### config.mk
export PLATFORM = sky130hd
export DESIGN_NAME = btn_event_decoder
export DESIGN_NICKNAME = d
export VERILOG_FILES = /design/src/rtl/btn_event_decoder.sv
export SDC_FILE = /design/constraint.sdc
export NUM_CORES = 1
export LEC_CHECK = 0
export ABC_AREA = 1
export CORE_ASPECT_RATIO = 0.6
export CORE_UTILIZATION = 40
export CTS_BUF_LIST = sky130_fd_sc_hd__clkbuf_4 sky130_fd_sc_hd__clkbuf_8
export CTS_CLUSTER_DIAMETER = 60
export DETAILED_ROUTE_END_ITERATION = 10
export SYNTH_ARGS = -nofsm -noshare
export SYNTH_HDL_FRONTEND = slang
export SYNTH_SLANG_ARGS = --single-unit
### constraint.sdc
create_clock -name clk -period 4.2 [get_ports clk]
set_clock_uncertainty 0.2 [all_clocks]
set_input_delay 0.63 -clock clk [delete_from_list [all_inputs] [get_ports clk]]
set_output_delay 0.63 -clock clk [all_outputs]
set_load 0.1 [all_outputs]
### src/rtl/btn_event_decoder.sv
// Turns a debounced button level into one-cycle short/long/double press pulses, 1 cycle after the qualifying edge.
// No backpressure: pulses are fire-and-forget and the button can never be stalled.
module btn_event_decoder #(
  parameter int LONG_CYCLES    = 50_000_000,
  parameter int DBL_GAP_CYCLES = 12_500_000,
  parameter int CNT_W          = 26
) (
  input  logic clk,
  input  logic rst,
  input  logic btn_clean,
  output logic short_press,
  output logic long_press,
  output logic double_press,
  output logic busy
);

  typedef enum logic [2:0] {
    S_IDLE,
    S_PRESS1,
    S_GAP,
    S_PRESS2,
    S_LONG_HELD
  } state_t;

  localparam logic [CNT_W-1:0] LONG_LAST = CNT_W'(LONG_CYCLES - 1);
  localparam logic [CNT_W-1:0] GAP_LAST  = CNT_W'(DBL_GAP_CYCLES - 1);
  localparam logic [CNT_W-1:0] CNT_ONE   = CNT_W'(1);

  state_t           r_state;
  logic [CNT_W-1:0] r_cnt;
  logic             r_btn_q;
  logic             w_rise;

  // r_btn_q resets high so a button held through reset needs a fresh press
  assign w_rise = btn_clean & ~r_btn_q;

  always_ff @(posedge clk or posedge rst) begin
    if (rst) begin
      r_state      <= S_IDLE;
      r_cnt        <= '0;
      r_btn_q      <= 1'b1;
      short_press  <= 1'b0;
      long_press   <= 1'b0;
      double_press <= 1'b0;
      busy         <= 1'b0;
    end else begin
      r_btn_q      <= btn_clean;
      short_press  <= 1'b0;
      long_press   <= 1'b0;
      double_press <= 1'b0;
      case (r_state)
        S_IDLE: begin
          if (w_rise) begin
            r_state <= S_PRESS1;
            r_cnt   <= '0;
            busy    <= 1'b1;
          end
        end
        S_PRESS1: begin
          if (!btn_clean) begin
            r_state <= S_GAP;
            r_cnt   <= '0;
          end else if (r_cnt == LONG_LAST) begin
            long_press <= 1'b1;
            r_state    <= S_LONG_HELD;
            r_cnt      <= '0;
          end else begin
            r_cnt <= r_cnt + CNT_ONE;
          end
        end
        S_GAP: begin
          // a press on the timeout edge still counts as the second press
          if (btn_clean) begin
            r_state <= S_PRESS2;
            r_cnt   <= '0;
          end else if (r_cnt == GAP_LAST) begin
            short_press <= 1'b1;
            r_state     <= S_IDLE;
            r_cnt       <= '0;
            busy        <= 1'b0;
          end else begin
            r_cnt <= r_cnt + CNT_ONE;
          end
        end
        S_PRESS2: begin
          if (!btn_clean) begin
            double_press <= 1'b1;
            r_state      <= S_IDLE;
            r_cnt        <= '0;
            busy         <= 1'b0;
          end
        end
        S_LONG_HELD: begin
          if (!btn_clean) begin
            r_state <= S_IDLE;
            r_cnt   <= '0;
            busy    <= 1'b0;
          end
        end
        default: begin
          r_state <= S_IDLE;
          r_cnt   <= '0;
          busy    <= 1'b0;
        end
      endcase
    end
  end

endmodule

==> metrics.md, run 1 <==
| Metric | Value |
|---|---|
| Hold endpoint | `busy` |
| First-iteration detailed-routing DRC count | `205` |
| CP startpoint kind | `register` |
| CTS Hold Buffers Added | `0` |
| Worst slew pin tran | `0.970 ns` |
| Core box area | `5100 um^2` |
| Crit-path max cell delay | `1.13 ns` |
| Clk buf depth | `2` |
| Most frequent cell after synthesis | `nand2_1` |
| H-tree Lvls | `2` |
| Maximum fanout along the worst path | `2` |
| # rows | `20` |
| # fillers | `523` |
| Num CTS Buffers | `5` |
| Status | `finished, final reports clean` |
| Flops & latches, synth | `34` |
| Root Buffer | `clkbuf_8` |
| Drt total wl | `5380 um` |
| # DRC | `0` |
| Max_cap viols | `0` |
| Sequential area share after synthesis | `0.397` |
| Post-synth EDFFs | `0` |
| Number of port buffers | `6` |
| Bufs and invs on worst path | `1` |
| Pwr dens | `423 nW/um^2` |
| Vias in the first global route | `1783` |
| Crit Reg-Reg Endpoint | `r_cnt[23]` |
| Initial Util | `0.420` |
| Final Util | `0.460` |
| CTS Sinks | `34` |
| Cts repair resizes | `0` |
| Crit path kind | `reg -> out` |
| Grt total ovfl | `0` |
| Worst EP required | `3.37 ns` |
| Worst setup margin | `1.60 ns` |
| Worst Path Arrival | `1.77 ns` |
| Length of the first detailed-routing pass in iterations | `5` |
| Gpl congestion | `0.930` |
| Layout cells sized above 1 | `0.0719` |
| Min Tclk post-route | `2.60 ns` |
| Post-Syn Instances | `311` |
| Syn Area/Cell | `6.90 um^2` |
| RSZ-0062 raised after global routing | `false` |
| Post-DP HPWL | `4050 um` |
| P_leak | `1.06 nW` |
| Slew Viols, Final | `0` |
| Nets | `323` |
| FMAX | `0.385 GHz` |
| Initial antenna violation count | `0` |
| Endpoints failing setup | `0` |
| Worst vdd ir | `0.372 mV` |
| Yosys warnings | `0` |
| Area share of the largest cell type after synthesis | `0.385` |
| CTS tree | `done` |
| Dpl ws | `1.33 ns` |
| Syn Nets | `315` |
| Async S/R FF share, synth | `1.00` |
| Slew margin rel. | `0.351` |
| Postcts setup bufs | `0` |
| Worst skew pair latency | `0.29 ns` |
| Commonest cells post-synth | `76 x nand2_1, 61 x nor2_1, 41 x inv_1, 33 x dfrtp_1, 28 x nand3_1` |
| # diodes | `0` |
| First-pass GRT wire length | `8940 um` |
| Crit path launch | `busy` |
| Die width | `96.5 um` |
| DRT antenna net count | `0` |
| Mapped cell area | `2140 um^2` |
| Worst reg-to-reg path cell count | `8` |
| Top FF cell, synth | `dfrtp_1` |
| Worst-path cell chain | `clkdlybuf4s50_1` |
| Routed wire per std cell | `13.9 um` |
| Crit end category | `output port` |
| Flop-to-flop setup slack | `2.04 ns` |
| Gr usage total | `0.217` |
| Pin count of the biggest net entering global routing | `35` |
| Hold Path Stages | `2` |
| Cells after DPL | `378` |
| Period utilization | `0.619` |
| Top post-synthesis cells by area | `dfrtp_1 39%, nand2_1 13%, nor2_1 11%` |
| Synth cell types | `29` |
| Average vias per placed instance | `5.14` |
| Area grow syn2layout | `9.57%` |
| Post-synth top area cell | `dfrtp_1` |
| Fin. Hold Viols | `0` |
| IO Pins | `7` |
| Hold path start | `busy` |
| Hold Path Class | `reg -> reg` |
| Clk slew on worst S/H paths | `0.07 ns` |
| Vias | `1983` |
| Slowest CP cell | `clkdlybuf4s50_1` |
| Die Y | `58.7 um` |
| Die ar. | `5670 um^2` |
| Reg2Reg Launch Point | `r_state[2]` |
| Finished Layout Cells | `386` |
| Delay-heaviest family, CP | `buffers and inverters` |
| Setup TNS | `0 ns` |
## cell usage in the layout (no fill, tap or decap)
master / count
nand2_1: 76
nor2_1: 61
inv_1: 41
dfrtp_1: 33
nand3_1: 28
nand4_1: 19
nor3_1: 12
xor2_1: 6
clkbuf_8: 6
clkdlybuf4s50_1: 6
nand2_2: 4
nor2_2: 3
o21ai_0: 3
o21bai_1: 3
a21oi_1: 3
a31oi_1: 2
nor3_4: 1
nor2_4: 1
nand2_4: 1
inv_2: 1
nand3_4: 1
inv_4: 1
o221ai_1: 1
xnor2_1: 1
nand3b_1: 1
ha_1: 1
clkbuf_4: 1
clkinv_2: 1
buf_4: 1
dfstp_2: 1
## metal layers
metal	wire, um	vias up	global-route usage
li1	-	1004	-
met1	3100	902	0.377
met2	1830	75	0.249
met3	422	2	0.0465
met4	23	0	0.0567
met5	0	-	0
## layout make-up
class / instances / area (um^2) / area share
Sequential cell: 34 / 852 / 0.363
Clock buffer: 7 / 90.1 / 0.0383
Timing Repair Buffer: 7 / 67.6 / 0.0288
Multi-Input combinational cell: 228 / 1090 / 0.463
Clock inverter: 1 / 5.00 / 0.00213
Tap cell: 66 / 82.6 / 0.0351
Inverter: 43 / 164 / 0.0698
## tightest hold or removal path, cell delays in order (launching register included)
cell     delay (ns)
dfrtp_1        0.35
nand2_1        0.05
nand2_1        0.05
## stage by stage
stage               power (mW)  hold slack (ns)  area, um^2
floorplan                0.674            0.275        2140
global placement         0.730            0.254        2250
detailed placement       0.742            0.267        2250
CTS                       1.01            0.281        2350
global route              1.06            0.318        2350
finish                   0.994            0.274        2350
## logic make-up (layout without fill, tap and decap cells)
| family | Yosys count | after routing | share of synthesized area |
|---|---|---|---|
| adder cells (fa/ha/maj) | 1 | 1 | 0.00583 |
| flip-flops | 34 | 34 | 0.397 |
| buffers and inverters | 49 | 58 | 0.0951 |
| AND/OR/NAND/NOR | 208 | 208 | 0.439 |
| XOR/XNOR | 7 | 7 | 0.0286 |
| AO/OA/AOI/OAI | 12 | 12 | 0.0344 |
## worst max path at each step
stage,end,slack [ns],cells past startpoint
6_report,busy,1.60,1
2_1_floorplan,r_cnt[14],2.25,9
3_3_place_gp,r_cnt[24],1.45,8
4_1_cts,busy,1.59,1
5_1_grt,r_cnt[14],1.47,8
3_5_place_dp,r_cnt[23],1.33,8
## registers in the layout, indices dropped and copies added, names as in the netlist
name	flops
long_press	1
double_press	1
r_btn_q	1
busy	1
r_cnt	26
short_press	1
r_state	3
## power by group
group	internal (mW)	total [mW]	switching, mW
clock	0.139	0.261	0.122
combinational	0.0835	0.352	0.268
sequential	0.355	0.382	0.0264
Note: power is estimated with default switching activity, not from simulation.
==> run 2, diff against run 1 <==
clock period = 2.4 ns   (was 4.2 ns; I/O delays follow)
==> metrics.md, run 2 (same netlist as run 1, synthesis figures left out) <==
| Metric | Value |
|---|---|
| Status | `finished, final reports clean` |
| Die width | `96.5 um` |
| Area grow syn2layout | `10.9%` |
| CTS tree | `done` |
| Pin count of the biggest net entering global routing | `35` |
| Postcts setup bufs | `0` |
| DP Area | `2280 um^2` |
| Fin. Hold Viols | `0` |
| First-pass GRT wire length | `9080 um` |
| Period utilization | `0.867` |
| Drt total wl | `5440 um` |
| Number of port buffers | `6` |
| # fillers | `537` |
| Core box area | `5100 um^2` |
| Nets | `328` |
| Max_cap viols | `0` |
| Worst vdd ir | `0.475 mV` |
| Largest register FFs | `26` |
| Pwr dens | `751 nW/um^2` |
| Vias in the first global route | `1791` |
| Bufs and invs on worst path | `2` |
| Most frequent cells in the layout | `76 x nand2_1, 61 x nor2_1, 41 x inv_1, 33 x dfrtp_1, 28 x nand3_1` |
| IO Pins | `7` |
| First-iteration detailed-routing DRC count | `148` |
| Gr usage total | `0.222` |
| Routed wire per std cell | `13.9 um` |
| Biggest regs | `r_cnt x26, r_state x3` |
| Finished Cell Area | `2380 um^2` |
| Endpoints failing setup | `0` |
| Average vias per placed instance | `5.13` |
| Slowest CP cell | `dfrtp_1` |
| Initial Util | `0.420` |
| Worst-path cell chain | `ha_1 -> nand2_1 -> nor2_2 -> inv_1 -> nor2_1 -> nand3_1 -> nand2_2 -> nand3_4 -> inv_4 -> nor2_1` |
| Crit path kind | `reg -> reg` |
| Layout cells sized above 1 | `0.0985` |
| # DRC | `0` |
| Crit-path max cell delay | `0.38 ns` |
| Length of the first detailed-routing pass in iterations | `5` |
| Setup TNS | `0 ns` |
| DRT antenna net count | `0` |
| Clk slew on worst S/H paths | `0.07 ns` |
| Clk buf depth | `2` |
| Initial antenna violation count | `0` |
| # rows | `20` |
| Dpl ws | `0.178 ns` |
| CTS Sinks | `34` |
| P_leak | `1.10 nW` |
| Worst Path Arrival | `2.06 ns` |
| Min Tclk post-route | `2.08 ns` |
| Grt total ovfl | `0` |
| CP startpoint kind | `register` |
| Num CTS Buffers | `5` |
| RSZ-0062 raised after global routing | `false` |
| Maximum fanout along the worst path | `15` |
| Worst setup margin | `0.320 ns` |
| Most frequent cell on the critical path | `nor2_1` |
| Hold Path Class | `in -> async` |
| Register name with the most flops | `r_cnt` |
| Worst EP required | `2.38 ns` |
| Delay-heaviest family, CP | `simple AND/OR/NAND/NOR gates` |
| Commonest non-fill, non-tap cell in the layout | `nand2_1` |
| Die Y | `58.7 um` |
| CTS Hold Buffers Added | `0` |
| FMAX | `0.481 GHz` |
| Worst slew pin tran | `0.551 ns` |
| Worst skew pair latency | `0.29 ns` |
| Gpl congestion | `0.947` |
| Root Buffer | `clkbuf_8` |
| Slew margin rel. | `0.630` |
| # diodes | `0` |
| Crit end category | `register` |
| H-tree Lvls | `2` |
| Vias | `2005` |
| Post-DP HPWL | `4210 um` |
| Cts repair resizes | `0` |
| Die ar. | `5670 um^2` |
| Slew Viols, Final | `0` |
run 2: cell count changes in the layout (fill, tap and decap cells not counted):
cell	delta
buf_4	+9
clkdlybuf4s50_1	-4
run 2: final cells by class:
| cell class | count | area [um^2] | share of cell area |
|---|---|---|---|
| timing repair buffer | 12 | 95.1 | 0.0400 |
| inverter | 43 | 164 | 0.0689 |
| clock buffer | 7 | 90.1 | 0.0379 |
| tap | 66 | 82.6 | 0.0347 |
| clock inverter | 1 | 5.00 | 0.00211 |
| sequential | 34 | 852 | 0.358 |
| multi-input combinational | 228 | 1090 | 0.458 |
run 2: worst register-to-register path: stages (launching register included):
cell and delay [ns]:
dfrtp_1 0.38, ha_1 0.20, nand2_1 0.10, nor2_2 0.17, inv_1 0.11, nor2_1 0.10, nand3_1 0.12, nand2_2 0.14
nand3_4 0.16, inv_4 0.21, nor2_1 0.08
run 2: stage by stage:
step	power (mW)	util	hold slack (ns)	std cells
3_3_place_gp	1.33	0.447	0.255	383
3_5_place_dp	1.35	0.447	0.267	383
5_1_grt	1.90	0.466	0.322	391
4_1_cts	1.81	0.466	0.282	391
6_report	1.79	0.466	0.261	391
2_1_floorplan	1.18	-	0.164	311
run 2: power by group:
group / switching (mW) / total, mW / internal (mW)
Combinational: 0.487 / 0.665 / 0.178
Sequential: 0.0461 / 0.668 / 0.622
Clock: 0.211 / 0.453 / 0.243
run 2: per-layer routing:
metal  GRT usage  vias up  wire [um]
li1            -     1019          -
met1       0.372      916       3070
met2       0.265       63       1930
met3      0.0556        7        380
met4      0.0693        0         65
met5           0        -          0
run 2: path summary, 6_finish.rpt:
| path | from | to | slack (ns) | depth (start not counted) |
|---|---|---|---|---|
| max | r_cnt[0] | r_cnt[24] | 0.32 | 10 |
| min | rst | r_state[1] | 0.26 | 3 |
| max reg2reg | r_cnt[0] | r_cnt[24] | 0.32 | 10 |
| min reg2reg | busy | busy | 0.27 | 2 |
| max in group asynchronous | rst | r_btn_q | 1.41 | 3 |
| min in group clk | busy | busy | 0.27 | 2 |
==> run 3, diff against run 2 <==
CORE_UTILIZATION = 35   (was 40)
SKIP_CTS_REPAIR_TIMING = 1   (was default)
==> metrics.md, run 3 (same netlist as run 1, synthesis figures left out) <==
| Metric | Value |
|---|---|
| Worst slew pin tran | `0.510 ns` |
| Hold Path Class | `in -> async` |
| Sequential power share | `0.379` |
| DR WL met2 | `1900 um` |
| Pin count of the biggest net entering global routing | `35` |
| Maximum fanout along the worst path | `15` |
| Largest register FFs | `26` |
| Core box area | `5730 um^2` |
| Combinational share of power | `0.362` |
| CP startpoint kind | `register` |
| Endpoints failing setup | `0` |
| Sw Share | `0.422` |
| Status | `finished, final reports clean` |
| Slew Viols, Final | `0` |
| Clock power frac | `0.259` |
| Gr usage total | `0.188` |
| Min Tclk post-route | `2.13 ns` |
| H-tree Lvls | `2` |
| Worst EP required | `2.38 ns` |
| Crit-path max cell delay | `0.38 ns` |
| RSZ-0062 raised after global routing | `false` |
| Worst-path cell chain | `ha_1 -> nand2_1 -> nor2_2 -> inv_1 -> nor2_1 -> nand3_1 -> nand2_2 -> nand3_4 -> inv_4 -> nor2_1` |
| Nets | `328` |
| Clk slew on worst S/H paths | `0.08 ns` |
| First-iteration detailed-routing DRC count | `159` |
| Fin. Hold Viols | `0` |
| Initial Util | `0.374` |
| Crit end category | `register` |
| CTS Sinks | `34` |
| Worst vdd ir | `0.557 mV` |
| Gpl congestion | `0.932` |
| Num CTS Buffers | `5` |
| Met3 wire len | `509 um` |
| # rows | `21` |
| FMAX | `0.469 GHz` |
| Area grow syn2layout | `11.7%` |
| CTS tree | `done` |
| Biggest regs | `r_cnt x26, r_state x3` |
| Area of the multi-input gates | `1090 um^2` |
| Vias | `2045` |
| Period utilization | `0.889` |
| Setup TNS | `0 ns` |
| Most frequent cell on the critical path | `nor2_1` |
| First-pass GRT wire length | `9120 um` |
| Cells after DPL | `397` |
| IO Pins | `7` |
| Average vias per placed instance | `5.05` |
| Die Y | `62.6 um` |
| P_leak | `1.09 nW` |
| Drt total wl | `5500 um` |
| Max_cap viols | `0` |
| Register area | `852 um^2` |
| Most frequent cells in the layout | `76 x nand2_1, 61 x nor2_1, 41 x inv_1, 33 x dfrtp_1, 28 x nand3_1` |
| Finished Layout Cells | `405` |
| Top layer in use | `met4` |
| Register name with the most flops | `r_cnt` |
| Power Internal | `1.02 mW` |
| Die width | `103 um` |
| Grt total ovfl | `0` |
| # DRC | `0` |
| Initial antenna violation count | `0` |
| Root Buffer | `clkbuf_8` |
| Vias in the first global route | `1856` |
| # fillers | `605` |
| Routed wire per std cell | `13.6 um` |
| # diodes | `0` |
| Clk buf depth | `2` |
| Commonest non-fill, non-tap cell in the layout | `nand2_1` |
| Worst skew pair latency | `0.30 ns` |
| Slew margin rel. | `0.659` |
| Post-DP HPWL | `4290 um` |
| Die ar. | `6450 um^2` |
| WL met1 | `3050 um` |
| Slowest CP cell | `dfrtp_1` |
| Number of port buffers | `6` |
| Worst Path Arrival | `2.11 ns` |
| DRT antenna net count | `0` |
| Layout cells sized above 1 | `0.0985` |
| Pwr dens | `735 nW/um^2` |
| Crit path kind | `reg -> reg` |
| P_sw | `0.743 mW` |
| Length of the first detailed-routing pass in iterations | `5` |
run 3: cell types whose count changed in the layout (fill, tap and decap cells not counted):
cell,delta
clkbuf_4,-1
clkinvlp_4,+1
run 3: worst max-delay path, delay by kind of cell (launching register included):
family | cells | cell delay (ns)
fa+ha+maj | 1 | 0.21
buf+inv | 2 | 0.31
flops | 1 | 0.38
simple gates | 7 | 0.90
run 3: layout make-up:
| type | instances | area share |
|---|---|---|
| multi-input cells | 228 | 0.455 |
| clock buffers | 6 | 0.0345 |
| well taps | 80 | 0.0418 |
| flip-flops and latches | 34 | 0.356 |
| inverters | 43 | 0.0684 |
| clock inverters | 2 | 0.00522 |
| repair buffers | 12 | 0.0397 |
run 3: through the flow:
step | total power [mW] | cell area (um^2) | utilization | hold WS [ns] | setup WS (ns)
floorplan | 1.18 | 2140 | - | 0.164 | 0.600
detailed placement | 1.32 | 2300 | 0.401 | 0.261 | 0.131
CTS | 1.77 | 2390 | 0.418 | 0.268 | 0.286
global placement | 1.31 | 2300 | 0.401 | 0.254 | 0.209
finish | 1.76 | 2390 | 0.418 | 0.259 | 0.268
global route | 1.88 | 2390 | 0.418 | 0.300 | 0.111
run 3: path summary, 6_finish.rpt:
path                             endpoint  cells past startpoint  startpoint  slack [ns]
worst min register to register       busy                      2        busy        0.27
worst max register to register  r_cnt[16]                     10    r_cnt[0]        0.27
min in group clk                     busy                      2        busy        0.27
max in group asynchronous         r_btn_q                      3         rst        1.40
worst max-delay path            r_cnt[16]                     10    r_cnt[0]        0.27
worst min-delay path             r_cnt[6]                      3         rst        0.26
run 3: power by group through the flow:
stage | combinational (mW) | clock, mW | sequential (mW)
global placement | 0.629 | 0 | 0.677
finish | 0.637 | 0.456 | 0.668
detailed placement | 0.639 | 0 | 0.677
global route | 0.719 | 0.489 | 0.676
CTS | 0.639 | 0.468 | 0.666
floorplan | 0.427 | 0 | 0.752
run 3: routing by layer:
layer	vias to the layer above	track usage
met2	83	0.223
met3	8	0.0515
met5	-	0
li1	1017	-
met4	0	0.0528
met1	937	0.314
